File: config.mk
export PLATFORM = sky130hd
export DESIGN_NAME = alu_rr_scheduler
export DESIGN_NICKNAME = d
export VERILOG_FILES = /design/src/rtl/alu_sched_pkg.sv /design/src/rtl/alu_core.sv /design/src/rtl/alu_rr_scheduler.sv
export SDC_FILE = /design/constraint.sdc
export NUM_CORES = 1
export LEC_CHECK = 0
export CORE_ASPECT_RATIO = 1.2
export CORE_MARGIN = 4
export CORE_UTILIZATION = 51
export CTS_CLUSTER_DIAMETER = 150
export DETAILED_ROUTE_END_ITERATION = 6
export GPL_TIMING_DRIVEN = 0
export HOLD_SLACK_MARGIN = 0.1
export PLACE_DENSITY = 0.74
export SLEW_MARGIN = 20
export SYNTH_ARGS = -nofsm -noshare
export SYNTH_HDL_FRONTEND = slang
export SYNTH_SLANG_ARGS = --single-unit
File: constraint.sdc
create_clock -name clk -period 11.35 [get_ports clk]
set_clock_uncertainty 0.2 [all_clocks]
set_input_delay 3.405 -clock clk [delete_from_list [all_inputs] [get_ports clk]]
set_output_delay 3.405 -clock clk [all_outputs]
set_load 0.02 [all_outputs]
File: src/rtl/alu_sched_pkg.sv
// Shared definitions for the round-robin ALU scheduler: op codes, FSM states, default widths.
package alu_sched_pkg;

    localparam int unsigned DEF_OPW  = 4;
    localparam int unsigned DEF_RESW = 8;

    localparam logic [1:0] OP_ADD = 2'b00;
    localparam logic [1:0] OP_SUB = 2'b01;
    localparam logic [1:0] OP_MUL = 2'b10;
    localparam logic [1:0] OP_DIV = 2'b11;

    typedef enum logic [1:0] {
        IDLE = 2'd0,
        EXEC = 2'd1,
        RESP = 2'd2
    } state_e;

endpackage

File: src/rtl/alu_core.sv
// Registered unsigned ALU: loads result and divide-by-zero flag when load is high, holds otherwise.
module alu_core
    import alu_sched_pkg::*;
#(
    parameter int unsigned OPW  = DEF_OPW,
    parameter int unsigned RESW = DEF_RESW
) (
    input  logic            clk,
    input  logic            rst,
    input  logic            load,
    input  logic [OPW-1:0]  a,
    input  logic [OPW-1:0]  b,
    input  logic [1:0]      op,
    output logic [RESW-1:0] result,
    output logic            err
);

    logic [RESW-1:0] result_d, result_q;
    logic            err_d, err_q;
    logic [RESW-1:0] a_ext, b_ext;

    assign a_ext = RESW'(a);
    assign b_ext = RESW'(b);

    always_comb begin
        result_d = result_q;
        err_d    = err_q;
        if (load) begin
            err_d = 1'b0;
            case (op)
                OP_ADD: result_d = a_ext + b_ext;
                OP_SUB: result_d = a_ext - b_ext;
                OP_MUL: result_d = a_ext * b_ext;
                OP_DIV: begin
                    // Divide by zero saturates to all ones and flags the error
                    if (b == '0) begin
                        result_d = '1;
                        err_d    = 1'b1;
                    end else begin
                        result_d = a_ext / b_ext;
                    end
                end
            endcase
        end
    end

    always_ff @(posedge clk) begin
        if (rst) begin
            result_q <= '0;
            err_q    <= 1'b0;
        end else begin
            result_q <= result_d;
            err_q    <= err_d;
        end
    end

    assign result = result_q;
    assign err    = err_q;

endmodule

File: src/rtl/alu_rr_scheduler.sv
// Round-robin scheduler sharing one registered ALU between two valid/ready requesters.
module alu_rr_scheduler
    import alu_sched_pkg::*;
#(
    parameter int unsigned OPW  = DEF_OPW,
    parameter int unsigned RESW = DEF_RESW
) (
    input  logic            clk,
    input  logic            rst,
    input  logic            req0_valid,
    output logic            req0_ready,
    input  logic [OPW-1:0]  req0_a,
    input  logic [OPW-1:0]  req0_b,
    input  logic [1:0]      req0_op,
    input  logic            req1_valid,
    output logic            req1_ready,
    input  logic [OPW-1:0]  req1_a,
    input  logic [OPW-1:0]  req1_b,
    input  logic [1:0]      req1_op,
    output logic            rsp_valid,
    input  logic            rsp_ready,
    output logic            rsp_id,
    output logic [RESW-1:0] rsp_result,
    output logic            rsp_err,
    output logic            busy
);

    state_e         state_d, state_q;
    logic [OPW-1:0] a_d, a_q, b_d, b_q;
    logic [1:0]     op_d, op_q;
    logic           id_d, id_q;
    logic           last_grant_d, last_grant_q;
    logic           rsp_valid_d, rsp_valid_q;
    logic           rsp_id_d, rsp_id_q;
    logic           busy_d, busy_q;
    logic           grant0_c, grant1_c, load_c;

    // On contention the requester that did not win last time gets the grant
    assign grant0_c   = req0_valid & (~req1_valid | last_grant_q);
    assign grant1_c   = req1_valid & (~req0_valid | ~last_grant_q);
    assign req0_ready = (state_q == IDLE) & grant0_c;
    assign req1_ready = (state_q == IDLE) & grant1_c;
    assign load_c     = (state_q == EXEC);

    always_comb begin
        state_d      = state_q;
        a_d          = a_q;
        b_d          = b_q;
        op_d         = op_q;
        id_d         = id_q;
        last_grant_d = last_grant_q;
        rsp_valid_d  = rsp_valid_q;
        rsp_id_d     = rsp_id_q;
        busy_d       = busy_q;
        case (state_q)
            IDLE: begin
                if (req0_ready) begin
                    a_d          = req0_a;
                    b_d          = req0_b;
                    op_d         = req0_op;
                    id_d         = 1'b0;
                    last_grant_d = 1'b0;
                    state_d      = EXEC;
                    busy_d       = 1'b1;
                end else if (req1_ready) begin
                    a_d          = req1_a;
                    b_d          = req1_b;
                    op_d         = req1_op;
                    id_d         = 1'b1;
                    last_grant_d = 1'b1;
                    state_d      = EXEC;
                    busy_d       = 1'b1;
                end
            end
            EXEC: begin
                rsp_id_d    = id_q;
                rsp_valid_d = 1'b1;
                state_d     = RESP;
            end
            RESP: begin
                if (rsp_ready) begin
                    rsp_valid_d = 1'b0;
                    busy_d      = 1'b0;
                    state_d     = IDLE;
                end
            end
            default: begin
                rsp_valid_d = 1'b0;
                busy_d      = 1'b0;
                state_d     = IDLE;
            end
        endcase
    end

    always_ff @(posedge clk) begin
        if (rst) begin
            state_q      <= IDLE;
            a_q          <= '0;
            b_q          <= '0;
            op_q         <= OP_ADD;
            id_q         <= 1'b0;
            last_grant_q <= 1'b1;
            rsp_valid_q  <= 1'b0;
            rsp_id_q     <= 1'b0;
            busy_q       <= 1'b0;
        end else begin
            state_q      <= state_d;
            a_q          <= a_d;
            b_q          <= b_d;
            op_q         <= op_d;
            id_q         <= id_d;
            last_grant_q <= last_grant_d;
            rsp_valid_q  <= rsp_valid_d;
            rsp_id_q     <= rsp_id_d;
            busy_q       <= busy_d;
        end
    end

    alu_core #(
        .OPW  (OPW),
        .RESW (RESW)
    ) u_alu_core (
        .clk    (clk),
        .rst    (rst),
        .load   (load_c),
        .a      (a_q),
        .b      (b_q),
        .op     (op_q),
        .result (rsp_result),
        .err    (rsp_err)
    );

    assign rsp_valid = rsp_valid_q;
    assign rsp_id    = rsp_id_q;
    assign busy      = busy_q;

endmodule

# ---- After elaboration in Yosys (flattened, before gate mapping)
# Index checks and enable logic that the tools add are counted.
dict set report word_totals {
  ff_bits 26
  input_bits 25
  out_inout_bits 14
  wordCells 61
}
dict set report op_classes {
  addsub 2
  mul 1
  div_mod_pow 1
  n_eq_ne 7
  mux 20
  bitwise 11
  n_reduce_logical 8
}
# cell count
set ops {}
lappend ops {{$pmux 8 s4} 1}
lappend ops {{$mux 4} 4}
lappend ops {{$mux 2} 5}
lappend ops {{$div 4x4->8} 1}
lappend ops {{$mul 4x4->8} 1}
lappend ops {{$mux 8} 1}
lappend ops {{$eq 2x2->1 const B} 3}
lappend ops {{$mux 1} 6}
lappend ops {{$pmux 1 s3} 2}
lappend ops {{$pmux 2 s3} 1}
lappend ops {{$reduce_and 2->1} 3}
lappend ops {{$add 4x4->5} 1}
lappend ops {{$not 1->1} 5}
lappend ops {{$sub 4x4->5} 1}
lappend ops {{$and 1x1->1} 4}
lappend ops {{$eq 2x1->1 const B} 2}
lappend ops {{$logic_not 2->1} 2}
lappend ops {{$logic_not 4->1} 1}
lappend ops {{$ne 3x3->1 const B} 1}
lappend ops {{$reduce_and 3->1} 1}
lappend ops {{$ne 2x2->1 const B} 1}
lappend ops {{$or 1x1->1} 2}
lappend ops {{$reduce_bool 2->1} 1}

# ---- Longest topological paths before layout
# Gate-level depths: netlist of run 1.
dict set report depth {
  ltp_word 7
  depth_mapped 49
  depth_no_buf 49
}

# ---- By module
# Synthesis of run 1 repeated with hierarchy kept, for this count alone.
dict set report unflattened {
  hier_cells 403
  area_unflattened_um2 3243.1
}
# mod instances cells_per_inst area_each_um2 seq_area_each_um2
set by_module_without_submodules {}
lappend by_module_without_submodules {alu_core 1 311 2398.6 180.2}
lappend by_module_without_submodules {alu_rr_scheduler 1 92 844.6 340.3}

# ---- Worst setup path after synthesis of run 1
# OpenSTA, ideal clock, no wires.
dict set report synth_path {
  path_kind {register -> register}
  startpoint {register b_q[0]}
  endpoint {register u_alu_core.result_q[0], in the netlist u_alu_core.result[0]}
  setup_ps 124
  arrival_time_ps 8034
  t_required_ps 11026
  setup_slack_ps 2992
  path_stages_with_launch 42
  path_buffers 0
  synth_period_minus_slack_ps 8358
  path_cell_list {dfxtp_1 > inv_1 > ha_1 > o211ai_1 > a21o_1 > nor2_1 > ha_1 > o21ai_1 > a211oi_2 > or2b_1 > inv_1 > ha_1 > o21a_1 > o21ai_0 > o21a_1 > nand2_1 > a21oi_1 > ha_1 > [6 not listed] > mux2i_1 > ha_1 > o21a_1 > o21ai_0 > nand2b_1 > a21oi_1 > a21boi_0 > o31ai_2 > mux2i_1 > ha_1 > a21o_1 > a21o_1 > a21oi_1 > nor2_1 > o31a_2 > a31o_2 > o31ai_1 > a21oi_1}
}
dict set report synth_between {
  elab_chain_cells 3
  elab_cells_between_ends 7
  cone_classes {add/sub: 2; mul: 1; div: 1; mux: 2; reduce/logical: 1}
}
# item line
set synth_rtl {}
lappend synth_rtl {{start, declared} alu_rr_scheduler.sv:29} ;# logic [OPW-1:0] a_d, a_q, b_d, b_q;
lappend synth_rtl {{start signal, assigned} alu_rr_scheduler.sv:99} ;# b_q <= '0;
lappend synth_rtl {{start signal, assigned} alu_rr_scheduler.sv:109} ;# b_q <= b_d;
lappend synth_rtl {{$div 4x4->8 or $logic_not 4->1 (tied branches)} {alu_core.sv:40, alu_core.sv:36}}
lappend synth_rtl {{$mux 8} alu_core.sv:36} ;# if (b == '0) begin
lappend synth_rtl {{$pmux 8 s4 *} alu_core.sv:30} ;# case (op)
lappend synth_rtl {{end signal, assigned} alu_core.sv:52} ;# result_q <= result_d;
lappend synth_rtl {{end, declared} alu_core.sv:18} ;# logic [RESW-1:0] result_d, result_q;
# Mark *: on every way between the ends. The rest lies on a longest branch, timed or not.
# A chain may end at the register's enable or synchronous reset.

# ---- Worst setup path in the final report of run 1
# Same ends and word-level chain as after synthesis.

==> impl_metrics.env, run 1 <==
export IMPL_worst_pin_slew_ns=0.6935
export IMPL_post_cts_setup_buffers=0
export IMPL_synth_edf_count=0
export IMPL_timing_fmax_mhz=100.2
export IMPL_ys_ff_latch=26
export IMPL_power_switching_uw=574.5
export IMPL_fill_cells=593
export IMPL_crit_arrival_ns=9.94
export IMPL_grt_pass1_vias=3140
export IMPL_async_flop_share_pct=0
export IMPL_antenna_cells=0
export IMPL_grt_overflow_total=0
export IMPL_cts_resized=0
export IMPL_p_comb_share_pct=83.6
export IMPL_layout_commonest_cell="nor2_1"
export IMPL_io_buffers=37
export IMPL_final_nets=535
export IMPL_synth_area_leaders="ha_1 (19%), dfxtp_1 (16%), nor2_1 (6.3%)"
export IMPL_setup_tns_ns=0
export IMPL_p_per_area_mw_per_mm2=315.0
export IMPL_drt_iter0_markers=84
export IMPL_fp_dieH_um=94.39
export IMPL_drv_cap=0
export IMPL_hold_depth=2
export IMPL_viasPerCell=5.793
export IMPL_required_ns=11.31
export IMPL_power_share_clock_pct=6.5
export IMPL_p_int_uw=599.4
export IMPL_antenna_found_initial=0
export IMPL_outcome="finished, final reports clean"
export IMPL_critPathMaxStageDelay_ns=0.57
export IMPL_end_kind="flop"
export IMPL_syn_area_per_cell_um2=7.736
export IMPL_ys_flop_type="dfxtp_1"
export IMPL_reg2reg_slack_ns=1.37
export IMPL_cts_htree_levels=1
export IMPL_syn_area_mm2=0.003172
export IMPL_numClockSinks=26
export IMPL_io_pins=39
export IMPL_fin_crit_ns=9.984
export IMPL_startpoint="b_q[0]"
export IMPL_switching_share_pct=48.94
export IMPL_p_leak_nw=1.609
export IMPL_wl_per_cell_um=14.73
export IMPL_p_seq_share_pct=9.9
export IMPL_grt_pass1_wl_um=13570
export IMPL_syn_instance_count=410
export IMPL_grt_max_degree=16
export IMPL_place_congestion=0.8949
export IMPL_drt_antenna_violating_nets=0
export IMPL_timing_rr_start="b_q[0]"
export IMPL_fp_row_count=31
export IMPL_final_cell_mix="nor2_1 (53), ha_1 (49), clkdlybuf4s50_1 (37), a21oi_1 (34), inv_1 (28)"
export IMPL_cts_tree="built"
export IMPL_cp_max_fo=9
export IMPL_areaGrowthSynthToFinish_pct=17.51
export IMPL_die_area_mm2=0.007550
export IMPL_cts_clk_slew_worst_paths_ns=0.09
export IMPL_dp_hpwl_um=6492
export IMPL_synth_top_area_share_pct=19.33
export IMPL_max_slew_margin_rel_pct=53.77
export IMPL_yosysWarnings=0
export IMPL_cts_buffers=3
export IMPL_hold_path_class="reg -> reg"
export IMPL_drc=0
export IMPL_synth_seq_area_share_pct=16.41
export IMPL_fp_dieW_um=79.99
export IMPL_num_vias=3105
export IMPL_track_usage_pct=22.05
export IMPL_routed_wl_um=7895
export IMPL_critPathKind="reg -> reg"
export IMPL_cp_start_kind="flop"
export IMPL_yosysTopAreaCell="ha_1"
export IMPL_finalMaxSlewViolations=0
export IMPL_clk_path_buf_depth=2
export IMPL_clockRootBuffer="clkbuf_8"
export IMPL_endpoint="u_alu_core.result[0]"
export IMPL_worst_r2r_cell_count=41
export IMPL_finalPower_mw=1.174
export IMPL_rsz0062_at_grt="no"
export IMPL_yosysUniqueCellTypes=59
export IMPL_slowest_stage="dfxtp_1"
export IMPL_drive_gt1_share_pct=4.185
export IMPL_holdBufCountCts=0
export IMPL_ir_worst_vdd_uv=288.5
export IMPL_clock_latency_ns=0.27
export IMPL_setup_viol=0
export IMPL_core_area_mm2=0.006051
export IMPL_firstDrtPassIters=4
export IMPL_start_util_pct=52.42
export IMPL_hold_violations=0
export IMPL_r2r_end="u_alu_core.result[0]"
export IMPL_finalCritPeriodShare_pct=87.96
## worst min path at each step
stage	from	endpoint	slack [ns]
finish	id_q	rsp_id	0.26
detailed placement	id_q	rsp_id	0.25
floorplan	id_q	rsp_id	0.23
CTS	id_q	rsp_id	0.26
global placement	id_q	rsp_id	0.24
global route	rsp_id	rsp_id	0.28
## routing by layer
metal  GRT usage, %  part of all wire (%)  up-vias
met5              0                     0        -
met4          8.028                   2.6        0
met3          2.385                   3.4       19
met2          40.95                    51       77
met1          25.72                    43     1442
li1               -                     -     1567
## area by class of cell
cell class / count / area, um2 / share of cell area [%]
clock inverters: 1 / 30.03 / 0.8056
inverters: 28 / 105.1 / 2.820
plain buffers: 15 / 72.57 / 1.947
repair buffers: 37 / 370.4 / 9.936
multi-input cells: 344 / 2485 / 66.67
flip-flops and latches: 26 / 520.5 / 13.96
well taps: 82 / 102.6 / 2.753
clock buffers: 3 / 41.29 / 1.108
## cell usage after synthesis, types with 2 or more instances
library cell,number
a211oi_1,13
a21o_1,10
a21oi_1,34
a221oi_1,2
a311oi_1,2
a31oi_1,3
buf_6,2
clkbuf_1,12
dfxtp_1,26
fa_1,6
ha_1,49
inv_1,28
mux2i_1,14
nand2_1,22
nand2b_1,8
nand3_1,4
nand4_1,3
nor2_1,53
nor2b_1,7
nor3_1,15
nor4_1,4
o211ai_1,6
o21a_1,8
o21ai_0,22
o21ai_1,3
o31ai_1,3
o32ai_1,2
or3_1,8
xnor2_1,6
xor2_1,6
## cell families (layout without fill, tap and decap cells)
family,count (synthesis),in the layout,synth area share [%]
flops,26,26,16.41
buf+inv,43,84,5.601
compound gates,119,119,24.81
mux,17,17,5.601
fa+ha+maj,55,55,23.12
xor+xnor,12,12,3.314
other cells,1,4,0.1182
simple gates,137,137,21.03
## power by group through the flow
stage / sequential (mW) / combinational (mW) / clock [mW]
floorplan: 0.119 / 0.788 / 0
global placement: 0.118 / 0.934 / 0
detailed placement: 0.118 / 0.967 / 0
CTS: 0.116 / 0.971 / 0.0771
global route: 0.118 / 1.11 / 0.0800
finish: 0.116 / 0.982 / 0.0762
## flip-flops by register name, summed over array words and instances (netlist names)
signal and cells:
id_q 1, op_q 2, state_q 2, rsp_id 1, last_grant_q 1, b_q 4, rsp_valid 1, u_alu_core.result 8
u_alu_core.err 1, a_q 4, busy 1
## worst max-delay path, delay by kind of cell (launching register included)
family                   cells  cell delay, ns
AO/OA/AOI/OAI               25            5.46
adder cells (fa/ha/maj)      6            1.83
buffers and inverters        2            0.31
flip-flops                   1            0.57
multiplexers                 2            0.49
AND/OR/NAND/NOR              6            0.99
## through the flow
stage	hold WS, ns	instance area, um2	worst slack, ns	util, %	instances
final	0.2571	3727	1.366	61.60	536
after global routing	0.2835	3727	0.6163	61.60	536
after CTS	0.2609	3727	1.455	61.60	536
after detailed placement	0.2481	3656	1.476	60.42	532
after global placement	0.2421	3656	1.703	60.42	532
after floorplan	0.2323	3183	2.992	-	413
(Power assumes the default switching activity.)
==> run 2: changes to the inputs <==
==> constraint.sdc (replaced) <==
create_clock -name clk -period 11.35 [get_ports clk]
set_clock_uncertainty 0.2 [all_clocks]
set_input_delay 1.7025 -clock clk [delete_from_list [all_inputs] [get_ports clk]]
set_output_delay 1.7025 -clock clk [all_outputs]
set_load 0.02 [all_outputs]
==> results of run 2 <==
No change in the layout: final DEF, timing and power equal those of run 1.
